File: src/rtl/maf_issue_arb_if.sv
// Requester-side and maf-side signal bundle for maf_issue_arb.
// The arbiter uses the slave modport; the requester/maf environment uses master.
interface maf_issue_arb_if #(
    parameter int unsigned N_REQ = 4,
    parameter int unsigned DW    = 32
);
    logic [N_REQ-1:0]    req_vld;
    logic [N_REQ-1:0]    req_rdy;
    logic [N_REQ*DW-1:0] req_a;
    logic [N_REQ*DW-1:0] req_b;
    logic [N_REQ*DW-1:0] req_c;
    logic [N_REQ-1:0]    rsp_vld;
    logic [DW-1:0]       rsp_res;
    logic                maf_op_vld;
    logic [DW-1:0]       maf_a;
    logic [DW-1:0]       maf_b;
    logic [DW-1:0]       maf_c;
    logic [DW-1:0]       maf_res;
    logic                maf_res_rdy;

    modport master (
        output req_vld, req_a, req_b, req_c, maf_res, maf_res_rdy,
        input  req_rdy, rsp_vld, rsp_res, maf_op_vld, maf_a, maf_b, maf_c
    );

    modport slave (
        input  req_vld, req_a, req_b, req_c, maf_res, maf_res_rdy,
        output req_rdy, rsp_vld, rsp_res, maf_op_vld, maf_a, maf_b, maf_c
    );
endinterface

File: src/rtl/maf_issue_arb.sv
// Round-robin issue arbiter sharing one fixed-latency maf unit between N_REQ
// requesters; a tag pipeline routes each result back to its issuing requester.
module maf_issue_arb #(
    parameter int unsigned N_REQ = 4,
    parameter int unsigned DW    = 32,
    parameter int unsigned LAT   = 6
) (
    input  logic           clk,
    input  logic           rst,
    input  logic           en,
    maf_issue_arb_if.slave bus,
    output logic           busy,
    output logic           err_sync
);
    localparam int unsigned ID_W  = (N_REQ > 1) ? $clog2(N_REQ) : 1;
    localparam int unsigned CNT_W = $clog2(LAT + 2);

    logic [ID_W-1:0]  rr_ptr;
    logic [ID_W-1:0]  grant_id;
    logic             grant_vld;
    logic [N_REQ-1:0] grant_oh;
    logic             issue;
    logic [DW-1:0]    sel_a;
    logic [DW-1:0]    sel_b;
    logic [DW-1:0]    sel_c;

    logic             op_vld;
    logic [ID_W-1:0]  op_id;
    logic [DW-1:0]    op_a;
    logic [DW-1:0]    op_b;
    logic [DW-1:0]    op_c;

    logic [LAT-1:0]   tag_vld;
    logic [ID_W-1:0]  tag_id [LAT];
    logic [CNT_W-1:0] blank_cnt;
    logic             blank;
    logic             res_hit;
    logic             res_mis;
    logic [N_REQ-1:0] rsp_oh;
    logic [N_REQ-1:0] rsp_vld_q;
    logic [DW-1:0]    rsp_res_q;

    always_comb begin
        grant_vld = 1'b0;
        grant_id  = '0;
        for (int unsigned k = 0; k < N_REQ; k++) begin
            logic [ID_W-1:0] idx;
            idx = ID_W'((32'(rr_ptr) + k) % N_REQ);
            if (!grant_vld && bus.req_vld[idx]) begin
                grant_vld = 1'b1;
                grant_id  = idx;
            end
        end
        grant_oh = '0;
        if (en && !rst && grant_vld) begin
            grant_oh[grant_id] = 1'b1;
        end
    end

    assign issue = |grant_oh;

    always_comb begin
        sel_a = '0;
        sel_b = '0;
        sel_c = '0;
        for (int unsigned k = 0; k < N_REQ; k++) begin
            if (grant_id == ID_W'(k)) begin
                sel_a = bus.req_a[k*DW +: DW];
                sel_b = bus.req_b[k*DW +: DW];
                sel_c = bus.req_c[k*DW +: DW];
            end
        end
    end

    // Results arriving during the post-reset window belong to discarded ops.
    assign blank   = (blank_cnt != '0);
    assign res_hit = !blank && bus.maf_res_rdy && tag_vld[LAT-1];
    assign res_mis = !blank && (bus.maf_res_rdy != tag_vld[LAT-1]);

    always_comb begin
        rsp_oh = '0;
        rsp_oh[tag_id[LAT-1]] = 1'b1;
    end

    // The issue register (op_vld/op_id) sits ahead of tag stage 0, so stage
    // LAT-1 is valid in the same cycle maf raises maf_res_rdy for that op.
    always_ff @(posedge clk) begin
        if (rst) begin
            rr_ptr    <= '0;
            op_vld    <= 1'b0;
            op_id     <= '0;
            op_a      <= '0;
            op_b      <= '0;
            op_c      <= '0;
            tag_vld   <= '0;
            for (int unsigned k = 0; k < LAT; k++) begin
                tag_id[k] <= '0;
            end
            blank_cnt <= CNT_W'(LAT + 1);
            rsp_vld_q <= '0;
            rsp_res_q <= '0;
            err_sync  <= 1'b0;
        end else begin
            if (issue) begin
                op_vld <= 1'b1;
                op_id  <= grant_id;
                op_a   <= sel_a;
                op_b   <= sel_b;
                op_c   <= sel_c;
                if (32'(grant_id) == N_REQ - 1) begin
                    rr_ptr <= '0;
                end else begin
                    rr_ptr <= grant_id + 1'b1;
                end
            end else begin
                op_vld <= 1'b0;
            end

            tag_vld[0] <= op_vld;
            tag_id[0]  <= op_id;
            for (int unsigned k = 1; k < LAT; k++) begin
                tag_vld[k] <= tag_vld[k-1];
                tag_id[k]  <= tag_id[k-1];
            end

            if (blank) begin
                blank_cnt <= blank_cnt - 1'b1;
            end

            if (res_hit) begin
                rsp_vld_q <= rsp_oh;
                rsp_res_q <= bus.maf_res;
            end else begin
                rsp_vld_q <= '0;
            end

            if (res_mis) begin
                err_sync <= 1'b1;
            end
        end
    end

    assign bus.req_rdy    = grant_oh;
    assign bus.maf_op_vld = op_vld;
    assign bus.maf_a      = op_a;
    assign bus.maf_b      = op_b;
    assign bus.maf_c      = op_c;
    assign bus.rsp_vld    = rsp_vld_q;
    assign bus.rsp_res    = rsp_res_q;
    assign busy           = op_vld | (|tag_vld);
endmodule
File: src/flat_wrapper.sv
// flat-port wrapper written by rule: the top's interface ports become plain ports
module maf_issue_arb_flat 
#(
    parameter int unsigned N_REQ = 4,
    parameter int unsigned DW    = 32,
    parameter int unsigned LAT   = 6
)
  (clk, rst, en, busy, err_sync, bus_req_vld, bus_req_a, bus_req_b, bus_req_c, bus_maf_res, bus_maf_res_rdy, bus_req_rdy, bus_rsp_vld, bus_rsp_res, bus_maf_op_vld, bus_maf_a, bus_maf_b, bus_maf_c);
  maf_issue_arb_if #(.N_REQ(N_REQ), .DW(DW)) bus_i ();
  input  logic clk;
  input  logic rst;
  input  logic en;
  output logic busy;
  output logic err_sync;
  input wire logic [$bits(bus_i.req_vld)-1:0] bus_req_vld;
  input wire logic [$bits(bus_i.req_a)-1:0] bus_req_a;
  input wire logic [$bits(bus_i.req_b)-1:0] bus_req_b;
  input wire logic [$bits(bus_i.req_c)-1:0] bus_req_c;
  input wire logic [$bits(bus_i.maf_res)-1:0] bus_maf_res;
  input wire logic [$bits(bus_i.maf_res_rdy)-1:0] bus_maf_res_rdy;
  output wire logic [$bits(bus_i.req_rdy)-1:0] bus_req_rdy;
  output wire logic [$bits(bus_i.rsp_vld)-1:0] bus_rsp_vld;
  output wire logic [$bits(bus_i.rsp_res)-1:0] bus_rsp_res;
  output wire logic [$bits(bus_i.maf_op_vld)-1:0] bus_maf_op_vld;
  output wire logic [$bits(bus_i.maf_a)-1:0] bus_maf_a;
  output wire logic [$bits(bus_i.maf_b)-1:0] bus_maf_b;
  output wire logic [$bits(bus_i.maf_c)-1:0] bus_maf_c;
  assign bus_i.req_vld = bus_req_vld;
  assign bus_i.req_a = bus_req_a;
  assign bus_i.req_b = bus_req_b;
  assign bus_i.req_c = bus_req_c;
  assign bus_i.maf_res = bus_maf_res;
  assign bus_i.maf_res_rdy = bus_maf_res_rdy;
  assign bus_req_rdy = bus_i.req_rdy;
  assign bus_rsp_vld = bus_i.rsp_vld;
  assign bus_rsp_res = bus_i.rsp_res;
  assign bus_maf_op_vld = bus_i.maf_op_vld;
  assign bus_maf_a = bus_i.maf_a;
  assign bus_maf_b = bus_i.maf_b;
  assign bus_maf_c = bus_i.maf_c;
  maf_issue_arb #(.N_REQ(N_REQ), .DW(DW), .LAT(LAT)) u_core (.clk(clk), .rst(rst), .en(en), .bus(bus_i), .busy(busy), .err_sync(err_sync));
endmodule
File: config.mk
export PLATFORM = sky130hd
export DESIGN_NAME = maf_issue_arb_flat
export DESIGN_NICKNAME = d
export VERILOG_FILES = /design/src/rtl/maf_issue_arb_if.sv /design/src/rtl/maf_issue_arb.sv /design/src/flat_wrapper.sv
export SDC_FILE = /design/constraint.sdc
export NUM_CORES = 1
export LEC_CHECK = 0
export CAP_MARGIN = 20
export CORE_AREA = 2 2 219 221
export CTS_BUF_LIST = sky130_fd_sc_hd__clkbuf_8 sky130_fd_sc_hd__clkbuf_16
export DETAILED_ROUTE_END_ITERATION = 10
export DIE_AREA = 0 0 221 223
export PLACE_DENSITY = 0.51
export SETUP_SLACK_MARGIN = 0.05
export SLEW_MARGIN = 40
export SYNTH_ARGS = -nofsm -noshare
export SYNTH_HDL_FRONTEND = slang
export SYNTH_SLANG_ARGS = --single-unit
File: constraint.sdc
create_clock -name clk -period 3.85 [get_ports clk]
set_clock_uncertainty 0.2 [all_clocks]
set_input_delay 0.77 -clock clk [delete_from_list [all_inputs] [get_ports clk]]
set_output_delay 0.77 -clock clk [all_outputs]
set_load 0.005 [all_outputs]
# == Yosys cells after proc, flatten, opt, wreduce, memory -nomap -nowiden ==
# Memories as Yosys holds them, arrays and structs flattened.
# Index checks and enable logic that the tools add are counted.
# totals
register_bits,147
ramBits,12
in_bits,424
output_inout_bits,139
wordCells,101
mem_count,1
# mem_list
memory,depth,width,rd,rd_ports_with_merged_regs,wr,line,source
u_core.tag_id,6,2,6,0,6,maf_issue_arb.sv:34,logic [ID_W-1:0] tag_id [LAT];
# classes
n_addsub,5
order_cmp,8
eq_ne,4
n_mux,44
n_bitwise,8
reduce_logical,20
# op_table
op,n
2-to-1 mux 32 bit,12
2-to-1 mux 2 bit,11
"< comparator 2 x 3 -> 1 bit, second input constant",6
2-to-1 mux 1 bit,14
logical AND 1 bit,10
binary-select mux 1 bit (select 2 bit),4
bitwise OR 1 bit,7
OR reduction 6 bit,1
zero test 1 bit,5
"adder 2 x 1 -> 2 bit, second input constant",2
"adder 2 bit, second input constant",2
demux 1 bit (select 2 bit),2
"equality test 2 bit, second input constant",2
"greater-or-equal comparator 2 x 1 -> 1 bit, second input constant",2
2-to-1 mux 4 bit,1
OR reduction 4 bit,1
nonzero test 3 bit,1
"subtractor 3 x 1 -> 3 bit, second input constant",1
"equality test 2 x 1 -> 1 bit, second input constant",1
zero test 2 bit,1
OR reduction 2 bit,1
!= test 1 bit,1
inverter 1 bit,1

# == Logic depth before layout (Yosys ltp) ==
# Gate-level depths: netlist of run 1.
# logic_depth
word_depth,19
depth_mapped,13

# == Least setup slack after synthesis of run 1 ==
# Ideal clock, no wire load.
# synth_path
path_kind,input-to-output
from,input port bus_req_vld[0]
to,output port bus_req_rdy[3]
t_arrival_ns,2.381
required_time_ns,2.880
setup_slack_ns,0.499
cell_stages,9
path_cell_list,a21oi_1 -> o21ai_0 -> a2bb2o_1 -> inv_1 -> ha_1 -> clkbuf_1 -> clkbuf_1 -> clkbuf_1 -> and3_1
# synth_between
elab_chain_cells,17
# synth_lines
item,line,source
start: declaration,flat_wrapper.sv:15,input wire logic [$bits(bus_i.req_vld)-1:0] bus_req_vld;
binary-select mux 1 bit (select 2 bit),maf_issue_arb.sv:49,if (!grant_vld && bus.req_vld[idx]) begin
2-to-1 mux 1 bit (not written as such),maf_issue_arb.sv:49,
2-to-1 mux 1 bit,maf_issue_arb.sv:49,
zero test 1 bit,maf_issue_arb.sv:49,
logical AND 1 bit,maf_issue_arb.sv:49,
2-to-1 mux 1 bit,maf_issue_arb.sv:49,
zero test 1 bit,maf_issue_arb.sv:49,
logical AND 1 bit,maf_issue_arb.sv:49,
[2 not listed],--,
logical AND 1 bit,maf_issue_arb.sv:49,
2-to-1 mux 2 bit *,maf_issue_arb.sv:49,
net u_core.grant_id[1],maf_issue_arb.sv:19,logic [ID_W-1:0] grant_id;
< comparator 2 x 3 -> 1 bit (not written as such) / greater-or-equal comparator 2 x 1 -> 1 bit (equally long branches),maf_issue_arb.sv:56,grant_oh[grant_id] = 1'b1;
logical AND 1 bit (not written as such),maf_issue_arb.sv:56,
2-to-1 mux 1 bit (not written as such),maf_issue_arb.sv:56,
demux 1 bit (select 2 bit) *,--,
2-to-1 mux 4 bit *,maf_issue_arb.sv:55,if (en && !rst && grant_vld) begin
end: declaration,flat_wrapper.sv:21,output wire logic [$bits(bus_i.req_rdy)-1:0] bus_req_rdy;
# Mark *: on every way through the listed nets, which the timed path passes. The rest lies on a longest branch. The select of a mux whose other input is x is not followed.

# == Final worst setup path of run 1 ==
# layout_path
from,input port bus_req_vld[3]
to,output port bus_req_rdy[1]
# The elaborated chain is that of the path after synthesis.

==> results of run 1 <==
routing by layer:
layer	up-vias	share of wire, %	GRT usage [%]
li1	5039	-	-
met1	4732	40	18.1
met2	417	49	29.0
met3	36	8.5	6.05
met4	4	1.8	4.50
met5	-	0.055	0
kinds of logic (layout without fill, tap and decap cells):
group,after synthesis,after routing
multiplexers,2,2
AO/OA/AOI/OAI,333,333
AND/OR/NAND/NOR,396,396
XOR/XNOR,2,2
flip-flops,159,159
buffers and inverters,227,739
adder cells (fa/ha/maj),6,6
layout by cell type, fill, tap and decap left out, drive strengths merged, types with 3 or more instances in the layout:
cell type / instances
a211oi: 96
a21oi: 133
a221oi: 98
and3: 5
buf: 41
clkbuf: 17
clkdlybuf4s50: 559
clkinv: 3
dfxtp: 159
ha: 6
inv: 115
nand2: 69
nand3b: 96
nor2: 98
nor2b: 20
nor3: 97
o21ai: 3
worst max-delay path, stage by stage:
cell and delay [ps]:
clkdlybuf4s50_1 500, inv_1 90, a221oi_2 290, o22ai_1 150
inv_2 120, ha_4 180, and3_1 170, clkdlybuf4s50_1 500
stage by stage:
stage,cell area [µm²],utilization [%],worst slack [ps],std cells
3_5_place_dp,15400,32.6,-30.8,2221
6_report,16000,33.9,103,2252
5_1_grt,16000,33.9,15.2,2252
2_1_floorplan,9000,-,499,1125
4_1_cts,16000,33.8,91.0,2252
3_3_place_gp,15400,32.6,-32.5,2220
power groups by stage:
stage,Clock (µW),Sequential (µW),Combinational [µW]
global placement,0,1860,2050
CTS,1780,1830,2070
global route,1830,1840,2220
finish,1710,1830,2040
floorplan,0,1860,986
detailed placement,0,1860,2060
worst max-delay path by stage:
stage                                       to  slack [ps]  depth (start not counted)
after floorplan                 bus_req_rdy[3]         500                          9
after global placement    u_core.bus.maf_b[17]         -30                         13
after detailed placement  u_core.bus.maf_b[17]         -30                         13
after CTS                       bus_req_rdy[1]          90                          8
after global routing            bus_req_rdy[1]          20                          8
final                           bus_req_rdy[1]         100                          8
state kept, by name, indices dropped and copies added (netlist names):
name and count:
u_core.bus.rsp_vld 4, u_core.op_id 2, u_core.bus.maf_b 32, u_core.tag_vld 6, u_core.bus.maf_op_vld 1, u_core.tag_id 12, u_core.rr_ptr 2, u_core.bus.rsp_res 32
u_core.err_sync 1, u_core.bus.maf_c 32, u_core.bus.maf_a 32, u_core.blank_cnt 3
cell type report:
cell class	instances	area, µm²
clock buffers	17	425
flip-flops and latches	159	3180
multi-input cells	739	4920
well taps	615	769
inverters	106	400
clock inverters	14	146
fillers	5017	31200
repair buffers	602	6130
repair_timing:
item                       CTS  global route
hold endpoints to repair     0             0
pin swaps                    0             1
gates resized for setup      1             5
setup endpoints to repair    1             4
==> results by stage, run 1 <==
Clock network:
- For the worst-skew pair, the clock arrives at the later sink with an insertion delay of around 450 ps.
- The clock transition at the register clock pins on the worst setup and hold paths after CTS is 70 ps.
- TritonCTS built the clock tree.
- The clock passes through at most 2 buffers.
- The total setup buffers inserted after CTS is 0.
- The root buffer cell chosen for the clock tree is clkbuf_16.
- The number of buffers created by CTS is 17.
- Buffers inserted to repair hold after CTS numbered 0.
- The clock tree synthesis step divided the H-tree into 4 levels.
- The number of sinks on the clock net is 159.

Routing:
- After detailed routing, the number of remaining DRC violations is 0.
- The initial detailed-routing violation count is approximately 410.
- The first TritonRoute pass finished after 4 iterations.
- The via count of the routed design is 10228.
- Once detail routing completed, the nets flagged for antenna violations numbered 0.
- The wire length reported by the detailed router is 41800 µm.
- In the final routed layout, each cell accounts on average for 18.5 µm.
- The via density per instance is 4.54.

Power and ir drop:
- The power density over cell area is 349 nW/µm².
- Registers are responsible for 32.7% of the overall power.
- The standby leakage power is 0.00573 µW.
- The post-layout total power is 5570 µW.
- VDD sags by at most 246 µV.
- The share of total power consumed by net switching is 32.5%.
- For this design the total switching power over the nets is between 1500 and 2000 µW.
- The power share of the clock group is 30.6%.
- The internal cell power is roughly 3800 µW.
- The proportion of power drawn by combinational gates is 36.6%.

Yosys:
- The XOR/XNOR share of the synthesized area is 0.195%.
- The largest area contributor in the synthesized netlist is dfxtp_1.
- A synthesized cell averages 8.00 µm².
- The number of synthesized flops with an enable pin is 0.
- The synthesized netlist devotes 25.4% of its cell area to compound gates.
- After Yosys synthesis, and, or, nand and nor cells account for 27.2% of the synthesized area.
- The adder and majority cell fraction of the synthesized area is less than 1%.
- The commonest cells after synthesis are dfxtp_1, a21oi_1, inv_1.
- Synthesis inferred 159 register bits.
- Counting every instance in the synthesized netlist gives around 1100.
- After synthesis the cells add up to 9000 µm².
- dfxtp_1 is the most common cell in the netlist.
- Sorting the synthesized cells by area gives the leading types as dfxtp_1, a221oi_1, nor3_2.
- The number of nets handed over by synthesis was 1555.
- Among all flip-flop cells after synthesis, the most frequent one is dfxtp_1.
- Summed over its instances, the top area cell type makes up approximately 35% of the synthesized netlist area.
- The netlist uses 34 different library cells.
- The fraction of synthesized area in multiplexers is less than 1%.
- For this run, the register share of the synthesized area comes to 35.4%.
- The total of warnings raised by yosys is 0.
- By area, the combinational part of the netlist is dominated by simple AND/OR/NAND/NOR gates.
- The share of synthesized registers carrying an async set or reset is 0%.

Finish:
- The ratio of cells with drive above 1 in the final layout is 9.77%.
- The number of antenna diodes in the final layout is 0.
- The number of nets in the finished design is ~2000.
- From synthesis to final layout, the design area changed by 77.5%.

GRT:
- Entering global routing, the biggest net connects 101 pins.
- The overflow left after global routing is 0.
- The total global-route track usage is approximately 16%.
- The first global-routing pass estimated 61900 µm of wire.
- The initial antenna violation count is 2.
- The via count of the first global-routing pass is around 10000.

Status:
- The flow ran to the end, and the final reports show no timing, DRC or antenna violations.

Worst setup path:
- The worst register-to-register path begins at u_core.rr_ptr[0].
- The critical path is of the input pin to primary output type.
- The critical path endpoint category is a primary output.
- The depth of the worst register-to-register path is 11.
- The critical path launch point type is an input pin.
- Of all nets on the critical path, the largest fanout is 4.
- In this run the critical register-to-register path is captured at u_core.bus.maf_b[17].
- The critical path starts at bus_req_vld[3].
- The data arrival time of the critical path is 2780 ps.
- The critical path data required time is 2880 ps.
- The internal reg-to-reg setup slack is 840 ps.

STA:
- In the final timing run, aggregate negative setup slack is 0 ps.
- Setup repair after global routing left no endpoint under its margin.
- The worst pin sits at a relative slew slack of 59.6%.
- The maximum clock frequency is between 200 and 300 MHz.
- For the pin with the worst max-slew slack, the measured transition is 606 ps.
- The max-slew violation count was 0.
- On the final layout, the worst hold slack is 228 ps.
- In the finished design, the share of the clock period the worst path needs comes to 97.3%.
- The number of hold violations in the final report is 0.
- The final setup violation count is 0.
- The shortest clock period the worst path allows after layout is 3750 ps.

Hold path:
- Counting instances, the worst hold path has a depth of 1.
- The worst min-delay path endpoint is u_core.tag_id[0][5].
- In this run the most critical hold path is launched from u_core.tag_id[0][3].
- The path class of the tightest hold or removal check is register to register.

Die:
- The total die area is ~50000 µm².
- The starting utilization of the core area is about a fifth.
- The die is 223 µm tall.
- The number of placement rows is 80.
- The core region is ~47000 µm².
- Measured along the x axis, the die boundary spans 221 µm.
- The number of placed I/O pins is 563.

Place:
- The HPWL reported at the end of detailed placement is 31400 µm.
- The final RePlAce weighted congestion is around 0.84.
- Port buffering added 562 buffers.

Run:
- The tool flagged a number of max-cap violations equal to 0.
(Power assumes the default switching activity.)
==> run 2, diff against run 1 <==
--- a/config.mk
+++ b/config.mk
@@ -11,6 +11,7 @@
 export DETAILED_ROUTE_END_ITERATION = 10
 export DIE_AREA = 0 0 221 223
 export PLACE_DENSITY = 0.51
+export REMOVE_ABC_BUFFERS = 1
 export SETUP_SLACK_MARGIN = 0.05
 export SLEW_MARGIN = 40
 export SYNTH_ARGS = -nofsm -noshare
==> results by stage, run 2 (synthesis results as in run 1) <==
Worst setup path:
- STA classifies the critical path startpoint as an input pin.
- The slowest stage of the critical path belongs to the cell clkdlybuf4s50_1.
- The worst register-to-register path begins at u_core.rr_ptr[0].
- The number of cells on the worst reg-to-reg path is 12.
- Tracing the worst setup path back leads to its startpoint at bus_req_vld[3].
- The type of the setup path with the least slack is input pin to primary output.
- In this run the worst path has a maximum fanout of 4.
- The critical path data required time is 2880 ps.
- On the worst path, the slowest cell contributes a delay of 520 ps.
- The critical path endpoint category is a primary output.
- Data arrives at the worst endpoint at between 2000 and 3000 ps.
- Following the worst setup path forward leads to its endpoint at bus_req_rdy[1].
- Across all register-to-register paths, the minimum setup slack is 1000 ps.
- The cell that appears most often on the critical path is clkdlybuf4s50_1.
- The endpoint of the most critical register-to-register path is u_core.bus.maf_c[8].
- The signal on the critical path passes through clkdlybuf4s50_1, inv_1, a221oi_2, o22ai_2, inv_2, ha_4, and3_1, clkdlybuf4s50_1.

Place:
- The final RePlAce weighted congestion is between 0.8 and 0.9.
- The HPWL reported at the end of detailed placement is 30000 µm.
- The post-placement worst setup slack is -34.6 ps.
- Buffers placed on the I/O ports in this run total 562.

Status:
- The run finished with clean final reports.

Power and ir drop:
- The power density over cell area is 351 nW/µm².
- The peak supply drop is about 250 µV.
- The standby leakage power is 0.00574 µW.

Finish:
- The net count of the finished layout is 2053.
- Compared with the post-synthesis result, the final layout area differs by 77.7%.
- The commonest non-fill, non-tap cell in the layout is clkdlybuf4s50_1.
- Cells with a size suffix above 1 make up 9.72% of the layout.
- Measured on the finished design, the core utilization comes to 33.9%.
- The top cell types in the final layout, fill and taps aside, are clkdlybuf4s50_1, dfxtp_1, a21oi_1.

Routing:
- The number of iterations in the first detailed-routing pass is 4.
- In the routed layout, each cell is associated on average with a via count of 4.52.
- The final route contains 10174 vias.
- For this block, wires on met1 add up to about 16000 µm.
- After detailed routing, the met2 layer carries 19400 µm of wire.
- The met3 layer wire length in the routed design is a little over 3000 µm.
- The wire length reported by the detailed router is 39400 µm.
- The remaining routing DRC violations is 0.
- The initial detailed-routing violation count is 449.
- The detail-routed net length per standard cell is 17.5 µm.
- The number of routed nets with antenna violations is 0.
- Signal routing reaches up to met4.

Die:
- The die is 221 µm wide.
- The core region is about 47000 µm².
- The y dimension of the die is 223 µm.
- The starting utilization of the core area is a little under a fifth.
- The floorplan step defined a die boundary enclosing 49300 µm².
- The number of placed I/O pins is around 560.
- Row generation in the floorplan step produced 80 rows.

STA:
- The slew at the pin closest to its max-slew limit is 654 ps.
- In the post-route analysis, the smallest setup slack over all paths is 144 ps.
- Setup violations remaining at the end of the flow were counted as 0.
- The shortest clock period the worst path allows after layout is roughly 3700 ps.
- The number of hold violations in the final report came to 0.
- Timing would allow up to 270 MHz.
- Dividing the final minimum period by the clock period gives 96.3%.
- The headroom to the max-slew limit is 56.4%.
- The max-slew violation count is 0.
- Setup repair after global routing left no endpoint under its margin.

Clock network:
- In this run the number of H-tree levels came out at 4.
- The clock tree from TritonCTS is yes.
- After clock tree synthesis, the clock-pin slew on the worst setup and hold paths is 60 ps.
- In this run the deepest clock path goes through 2 buffers.
- Counting the buffers created by CTS gives 17.
- The number of hold-repair buffers added at the cts stage is 0.
- The number of sinks on the clock net is approximately 160.
- The later pin in the worst-skew pair is clocked with a latency of 440 ps.
- The clock tree root driver cell is clkbuf_16.

GRT:
- Entering global routing, the biggest net connects roughly 110 pins.
- For this run, the total global-route usage over all layers was measured as roughly 15%.
- The initial antenna violation count is 2.
- The overflow left after global routing is 0.
- The via count of the first global-routing pass is around 10000.
- The global-route wire length before repair is 59600 µm.

Run:
- The tool flagged a number of max-cap violations equal to 0.

Hold path:
- In this run the worst hold path is classified as register to register.
[run 2: cell types whose count changed in the layout (fill, tap and decap cells not counted), moves of 2 or more]
cell / before / now
clkbuf_8: 0 / 2
inv_1: 103 / 105
inv_8: 3 / 0
buf_4: 25 / 23
bufinv_16: 1 / 3
inv_6: 6 / 3
buf_6: 1 / 3
[run 2: how the worst min path moves through the flow]
stage | startpoint | end | slack [ps] | cells after the start
finish | u_core.tag_id[0][4] | u_core.tag_id[0][6] | 240 | 1
global route | u_core.tag_id[0][1] | u_core.tag_id[0][3] | 260 | 1
CTS | u_core.tag_id[0][4] | u_core.tag_id[0][6] | 250 | 1
detailed placement | u_core.tag_id[0][5] | u_core.tag_id[0][7] | 220 | 1
global placement | u_core.tag_id[0][8] | u_core.tag_id[0][10] | 220 | 1
floorplan | u_core.tag_id[0][8] | u_core.tag_id[0][10] | 210 | 1
[run 2: per-layer routing]
metal / vias to the layer above / GRT usage (%)
met3: 41 / 5.06
met2: 385 / 27.3
met4: 0 / 5.26
met1: 4717 / 17.5
li1: 5031 / -
met5: - / 0
[run 2: final cells by class]
| class | count | area (µm²) |
|---|---|---|
| antenna | 1 | 2.50 |
| clock buffer | 19 | 453 |
| clock inverter | 13 | 161 |
| fill | 4938 | 31200 |
| inverter | 106 | 400 |
| multi-input combinational | 739 | 4930 |
| sequential | 159 | 3180 |
| tap | 615 | 769 |
| timing repair buffer | 600 | 6090 |
[run 2: timing repair]
action                                  4_1_cts  5_1_grt
endpoints found under the setup margin        2        4
buffers inserted                              0        0
cloned                                        0        0
pin swaps                                     0        1
resized for setup                             2        6
[run 2: metrics by stage]
stage,hold slack (ps),setup TNS [ps],instances,cell area (µm²),total power [µW]
finish,241,0,2252,16000,5620
CTS,246,0,2251,16000,5720
global route,258,0,2252,16000,5950
detailed placement,224,-67.5,2219,15300,3870
global placement,220,-32.7,2219,15300,3860
floorplan,214,-408810,1004,8430,2800
[run 2: worst max-delay path: cells and delay by family]
kind                     cells  cell delay (ps)
adder cells (fa/ha/maj)      1              180
AO/OA/AOI/OAI                2              390
AND/OR/NAND/NOR              1              160
buffers and inverters        4             1230
[run 2: power by group]
group	internal, µW	total, µW	switching [µW]	leakage, µW
sequential	1760	1820	59.3	0.00130
combinational	1070	2000	924	0.00414
clock	1060	1800	744	0.000303
